`src/rtl/instr_exec_pkg.sv`:
```
// instr_exec_pkg: shared types and the single-cycle ALU used by instr_exec_stage.
package instr_exec_pkg;

    typedef struct packed {
        logic [15:0]        opcode;
        logic signed [31:0] i0;
        logic signed [31:0] i1;
    } instruction_word_t;

    typedef enum logic [15:0] {
        OP_NOP = 16'h0000,
        OP_ADD = 16'h0001,
        OP_SUB = 16'h0002,
        OP_AND = 16'h0003,
        OP_OR  = 16'h0004,
        OP_XOR = 16'h0005,
        OP_MUL = 16'h0006
    } opcode_t;

    typedef enum logic [1:0] {
        ST_IDLE = 2'd0,
        ST_MULW = 2'd1,
        ST_HOLD = 2'd2
    } exec_state_t;

    typedef struct packed {
        logic [31:0] result;
        logic        ovf;
        logic        illegal;
    } alu_out_t;

    // Single-cycle ops; MUL is produced by the multi-cycle path in the top.
    function automatic alu_out_t alu_eval(input instruction_word_t w);
        alu_out_t    r;
        logic [31:0] sum;
        // NOTE: every local gets a value before the case so no path leaves it unassigned.
        r   = '0;
        sum = '0;
        case (w.opcode)
            OP_NOP: r.result = '0;
            OP_ADD: begin
                sum      = w.i0 + w.i1;
                r.result = sum;
                r.ovf    = (w.i0[31] == w.i1[31]) && (sum[31] != w.i0[31]);
            end
            OP_SUB: begin
                sum      = w.i0 - w.i1;
                r.result = sum;
                r.ovf    = (w.i0[31] != w.i1[31]) && (sum[31] != w.i0[31]);
            end
            OP_AND:  r.result = w.i0 & w.i1;
            OP_OR:   r.result = w.i0 | w.i1;
            OP_XOR:  r.result = w.i0 ^ w.i1;
            OP_MUL:  r.result = '0;
            default: r.illegal = 1'b1;
        endcase
        return r;
    endfunction

endpackage

```
`src/rtl/instr_fifo.sv`:
```
// instr_fifo: DEPTH-entry synchronous FIFO; a push while full is dropped even if a pop occurs.
module instr_fifo #(
    parameter int DEPTH = 4,
    parameter int WIDTH = 80
) (
    input  logic                       clock,
    input  logic                       reset,
    input  logic                       push,
    input  logic [WIDTH-1:0]           wr_data,
    input  logic                       pop,
    output logic [WIDTH-1:0]           rd_data,
    output logic                       full,
    output logic                       empty,
    output logic [$clog2(DEPTH):0]     count
);
    localparam int AW = $clog2(DEPTH);

    logic [WIDTH-1:0] mem [DEPTH];
    logic [AW-1:0]    wr_ptr;
    logic [AW-1:0]    rd_ptr;
    logic             do_push;
    logic             do_pop;

    assign full    = (count == (AW+1)'(DEPTH));
    assign empty   = (count == '0);
    assign do_push = push && !full;
    assign do_pop  = pop && !empty;
    assign rd_data = mem[rd_ptr];

    // Storage array: written on push only.
    // NOTE: the data array is deliberately not reset; the pointers and count define validity.
    always_ff @(posedge clock) begin
        if (do_push) mem[wr_ptr] <= wr_data;
    end

    // Pointers wrap naturally at DEPTH (power of two); count tracks occupancy.
    always_ff @(posedge clock or posedge reset) begin
        if (reset) begin
            wr_ptr <= '0;
            rd_ptr <= '0;
            count  <= '0;
        end else begin
            if (do_push) wr_ptr <= wr_ptr + AW'(1);
            if (do_pop)  rd_ptr <= rd_ptr + AW'(1);
            case ({do_push, do_pop})
                2'b10:   count <= count + 1'b1;
                2'b01:   count <= count - 1'b1;
                default: count <= count;
            endcase
        end
    end

endmodule

```
`src/rtl/instr_exec_stage.sv`:
```
// instr_exec_stage: buffers instruction words in a FIFO, executes them and holds a registered result.
// Optional macro EXEC_STATS_EN adds handshake counters exec_count and illegal_count.
module instr_exec_stage
    import instr_exec_pkg::*;
#(
    parameter int DEPTH      = 4,
    parameter int MUL_CYCLES = 3
) (
    input  logic                       clock,
    input  logic                       reset,
    input  logic                       in_valid,
    output logic                       in_ready,
    input  instruction_word_t          in_word,
    output logic                       out_valid,
    input  logic                       out_ready,
    output logic [31:0]                out_result,
    output logic [15:0]                out_opcode,
    output logic                       out_ovf,
    output logic                       out_illegal,
    output logic [$clog2(DEPTH):0]     fifo_count
`ifdef EXEC_STATS_EN
    ,
    output logic [15:0]                exec_count,
    output logic [15:0]                illegal_count
`endif
);
    localparam int CW = $clog2(MUL_CYCLES + 1);

    instruction_word_t  head;
    logic               fifo_full;
    logic               fifo_empty;
    logic               pop;
    alu_out_t           alu;
    exec_state_t        state;
    logic [CW-1:0]      mul_cnt;
    logic signed [31:0] mul_a;
    logic signed [31:0] mul_b;
    logic signed [63:0] product;
    logic               mul_ovf;

    assign in_ready = !fifo_full;

    instr_fifo #(
        .DEPTH (DEPTH),
        .WIDTH ($bits(instruction_word_t))
    ) u_fifo (
        .clock   (clock),
        .reset   (reset),
        .push    (in_valid),
        .wr_data (in_word),
        .pop     (pop),
        .rd_data (head),
        .full    (fifo_full),
        .empty   (fifo_empty),
        .count   (fifo_count)
    );

    // A word is issued from IDLE, or from HOLD in the same edge the held result is taken.
    assign pop = !fifo_empty && ((state == ST_IDLE) || ((state == ST_HOLD) && out_ready));
    assign alu = alu_eval(head);

    // Multiplier works on operands captured at issue, so in_word changes cannot disturb it.
    assign product = mul_a * mul_b;
    assign mul_ovf = (product != {{32{product[31]}}, product[31:0]});

    // Issue / multiply-wait / hold state machine with registered outputs.
    always_ff @(posedge clock or posedge reset) begin
        if (reset) begin
            state       <= ST_IDLE;
            out_valid   <= 1'b0;
            out_result  <= '0;
            out_opcode  <= '0;
            out_ovf     <= 1'b0;
            out_illegal <= 1'b0;
            mul_cnt     <= '0;
            mul_a       <= '0;
            mul_b       <= '0;
        end else begin
            case (state)
                ST_IDLE, ST_HOLD: begin
                    if (pop) begin
                        if (head.opcode == OP_MUL) begin
                            mul_a     <= head.i0;
                            mul_b     <= head.i1;
                            mul_cnt   <= CW'(MUL_CYCLES);
                            out_valid <= 1'b0;
                            state     <= ST_MULW;
                        end else begin
                            out_result  <= alu.result;
                            out_opcode  <= head.opcode;
                            out_ovf     <= alu.ovf;
                            out_illegal <= alu.illegal;
                            out_valid   <= 1'b1;
                            state       <= ST_HOLD;
                        end
                    end else if ((state == ST_HOLD) && out_ready) begin
                        out_valid <= 1'b0;
                        state     <= ST_IDLE;
                    end
                end
                ST_MULW: begin
                    mul_cnt <= mul_cnt - 1'b1;
                    if (mul_cnt == CW'(1)) begin
                        out_result  <= product[31:0];
                        out_opcode  <= OP_MUL;
                        out_ovf     <= mul_ovf;
                        out_illegal <= 1'b0;
                        out_valid   <= 1'b1;
                        state       <= ST_HOLD;
                    end
                end
                default: begin
                    out_valid <= 1'b0;
                    state     <= ST_IDLE;
                end
            endcase
        end
    end

`ifdef EXEC_STATS_EN
    // Count completed output handshakes and the illegal ones among them.
    always_ff @(posedge clock or posedge reset) begin
        if (reset) begin
            exec_count    <= '0;
            illegal_count <= '0;
        end else if (out_valid && out_ready) begin
            exec_count <= exec_count + 16'd1;
            if (out_illegal) illegal_count <= illegal_count + 16'd1;
        end
    end
`endif

endmodule
```
`config.mk`:
```
export PLATFORM = sky130hd
export DESIGN_NAME = instr_exec_stage
export DESIGN_NICKNAME = d
export VERILOG_FILES = /design/src/rtl/instr_exec_pkg.sv /design/src/rtl/instr_fifo.sv /design/src/rtl/instr_exec_stage.sv
export SDC_FILE = /design/constraint.sdc
export NUM_CORES = 2
export LEC_CHECK = 0
export CORE_UTILIZATION = 45
export CTS_CLUSTER_DIAMETER = 120
export DETAILED_ROUTE_END_ITERATION = 8
export HOLD_SLACK_MARGIN = 0.06
export SKIP_LAST_GASP = 1
export SLEW_MARGIN = 20
export SYNTH_ARGS = -nofsm -noshare
export SYNTH_HDL_FRONTEND = slang
export SYNTH_SLANG_ARGS = --single-unit
```
`constraint.sdc`:
```
create_clock -name clock -period 19.65 [get_ports clock]
set_input_delay 3.93 -clock clock [delete_from_list [all_inputs] [get_ports clock]]
set_output_delay 3.93 -clock clock [all_outputs]
set_load 0.005 [all_outputs]
```
==> impl_metrics.yaml <==
synth:
  syn_inst: 5338
  yosysMostFrequentCell: "fa_1"
  synth_commonest_cells: "fa_1, inv_1, nand2_1"
  yosysSeqAreaShare_pct: 22.5
  synth_top_area_share_pct: 38.4
  synthArstFlopShare_pct: 28.1
  synth_area_leader_cell: "fa_1"
  synth_edf_count: 320
  syn-cell-area_um2: 56600
  ys.flop_type: "edfxtp_1"
  synth.distinct_cells: 89
  syn_nets: 6792
  ys.warnings.count: 0
  synth_area_leaders: "fa_1, edfxtp_1, ha_1"
  synth_seq_cells: 445
  avgSynthCellArea_um2: 10.6
route:
  avgViaCountPerCell: 5.49
  via_count: 38410
  drt_wl_total_um: 153000
  drtIter0Drc: 2831
  ant_nets: 0
  drcViolationCount: 0
  dr.pass1.iters: 8
  wl_per_cell_um: 21.8
sta:
  hold_viol_final: 0
  slew_violations: 0
  fmax_mhz: 107
  setup_viol: 0
  fin_crit_ps: 9370
  rsz0062_at_grt: "no"
  tns_ps: 0
  tightest_slew_ps: 1030
  fin_crit_sh_pct: 47.7
  slew_headroom_pct: 31.1
  finClkSkew_ps: 66.0
worst_setup_path:
  critical_path_class: "flip-flop to flip-flop"
  crit_family: "adder cells"
  ff2ff_path_depth: 27
  regToRegStartpoint: "mul_a[31]"
  cp.depth: 27
  crit_path_max_fanout: 33
  rrSetupSlack_ps: 10280
  reg2reg_to: "out_ovf"
  crit_path_frequent_cell: "fa_1"
  startpoint: "mul_a[31]"
  cp_num_buf_inv: 5
  slowest_delay_ps: 910
  required_ps: 20130
  endpoint_kind: "flip-flop"
  critPathArrivalTime_ps: 9850
  worstSetupStartpointType: "flip-flop"
  slowest_stage: "fa_1"
cells_and_area:
  final_util_pct: 49.3
  num-nets-final: 6769
  final_layout_size_suffix_gt1_share_pct: 5.58
  syn_to_final_growth_pct: 8.19
  fillCellCount: 11289
  design_area_um2: 61200
grt:
  grt_start_max_net_pins: 95
  antenna_found_initial: 6
  grt_util_all_layers_pct: 24.9
  overflow: 0
  grt_pass1_vias: 41495
  grt_pass1_wl_um: 243000
pwr:
  combPwrFrac_pct: 48.6
  switching_share_pct: 41.5
  vdd_drop_max_mv: 0.181
  intPower_w: 0.00255
  pwr-share-clk_pct: 21.1
  p_switching_w: 0.00181
  p_per_area_nw_per_um2: 71.2
  leakage_nw: 22.8
  pwr-share-seq_pct: 30.4
cts:
  clkLatencyLatePin_ps: 620
  htree_levels: 2
  cts_tree: "done"
  clockRootBuffer: "clkbuf_16"
  cts.repair.resized: 0
  ctsHoldBuffers: 0
  cts_sinks: 445
  cts_buffer_depth: 3
  path_clk_slew_ps: 60
  post-cts-setup-buffers: 0
  cts_buffers: 48
floorplan:
  core-area_um2: 124000
  dieArea_um2: 127000
  die_y_um: 357
  ioPinCount: 139
  die_w_um: 357
  initial_core_util_pct: 45.5
  rows: 129
place:
  gp_congestion: 0.923
  dpl_cell_area_um2: 59600
  dp_hpwl_um: 118000
  portBuffers: 138
worst_hold_path:
  hp-start: "mul_a[15]"
  holdCritPathClass: "flip-flop to flip-flop"
  hold_path_end: "mul_a[15]"
  hold_depth: 2
job:
  maxCapViolCount: 0
status:
  outcome: "completed"
[power groups by stage]
stage / Clock (W) / Combinational, W / Sequential (W)
floorplan: 0 / 0.00147 / 0.00128
finish: 0.000919 / 0.00212 / 0.00132
CTS: 0.000935 / 0.00209 / 0.00133
global route: 0.000969 / 0.00231 / 0.00134
global placement: 0 / 0.00208 / 0.00134
detailed placement: 0 / 0.00208 / 0.00134
[cells by family (layout without fill, tap and decap cells)]
kind of cell    Yosys count  in the layout  share of synthesized area, %
fa+ha+maj              1370           1370                          44.7
compound gates          655            655                          7.51
xor+xnor                 84             84                          1.30
mux                      87             87                          3.31
buf+inv                1169           1185                          7.84
flops                   445            445                          22.5
other cells               0              4                             0
simple gates           1528           1528                          12.9
[area by class of cell]
cell class	count	area (um^2)	share of cell area, %
multi-input cells	3724	39500	64.5
flip-flops and latches	445	12800	20.8
inverters	873	3280	5.36
well taps	1637	2050	3.34
repair buffers	223	2040	3.33
clock buffers	64	1300	2.12
clock inverters	25	309	0.505
diodes	4	10.0	0.0163
[per-stage QoR]
| stage | worst slack [ps] | total power (W) | instances | hold slack (ps) |
|---|---|---|---|---|
| after detailed placement | 10240 | 0.00343 | 6901 | 471 |
| after floorplan | 11200 | 0.00275 | 5338 | 446 |
| after global routing | 9730 | 0.00462 | 6993 | 506 |
| after global placement | 10400 | 0.00341 | 6901 | 462 |
| after CTS | 10220 | 0.00435 | 6990 | 485 |
| final | 10280 | 0.00436 | 6995 | 477 |
[routing by layer]
| metal | track usage (%) | vias to the layer above | wire length (um) |
|---|---|---|---|
| met4 | 4.00 | 4 | 2150 |
| met3 | 4.29 | 131 | 10800 |
| met2 | 40.1 | 1160 | 71400 |
| met5 | 0 | - | 29 |
| li1 | - | 16822 | - |
| met1 | 36.1 | 20293 | 68100 |
[worst min-delay path, cell delays in order (launching register included)]
cell	delay (ps)
dfrtp_1	340
nand2_1	50
o21ai_0	60
[flip-flops by register name, summed over array words and instances (netlist names), 3 cells and up]
register and flops:
mul_a 32, mul_b 32, u_fifo.count 3, u_fifo.mem 320, out_opcode 16, out_result 32
[how the worst max path moves through the flow]
stage	end	slack (ps)
floorplan	out_ovf	11200
global placement	out_ovf	10400
detailed placement	out_ovf	10240
CTS	out_ovf	10220
global route	out_ovf	9730
finish	out_ovf	10280
[cell usage in the layout, fill, tap and decap left out, drive strengths merged, types with 22 or more instances in the layout]
cell type      count
edfxtp           320
xnor2             59
and2             445
inv              873
a21o              43
nand4             23
o21ai            178
clkdlybuf4s50    138
mux4              80
nand3             29
ha               285
xor2              25
nor3              34
a211oi            23
buf               85
fa              1085
clkbuf            64
dfrtp            125
nand2            730
a21oi            173
o21bai            24
o31ai             22
a31oi             31
nand2b            45
nor2             162
No activity file was read; power rests on OpenSTA's default activity.
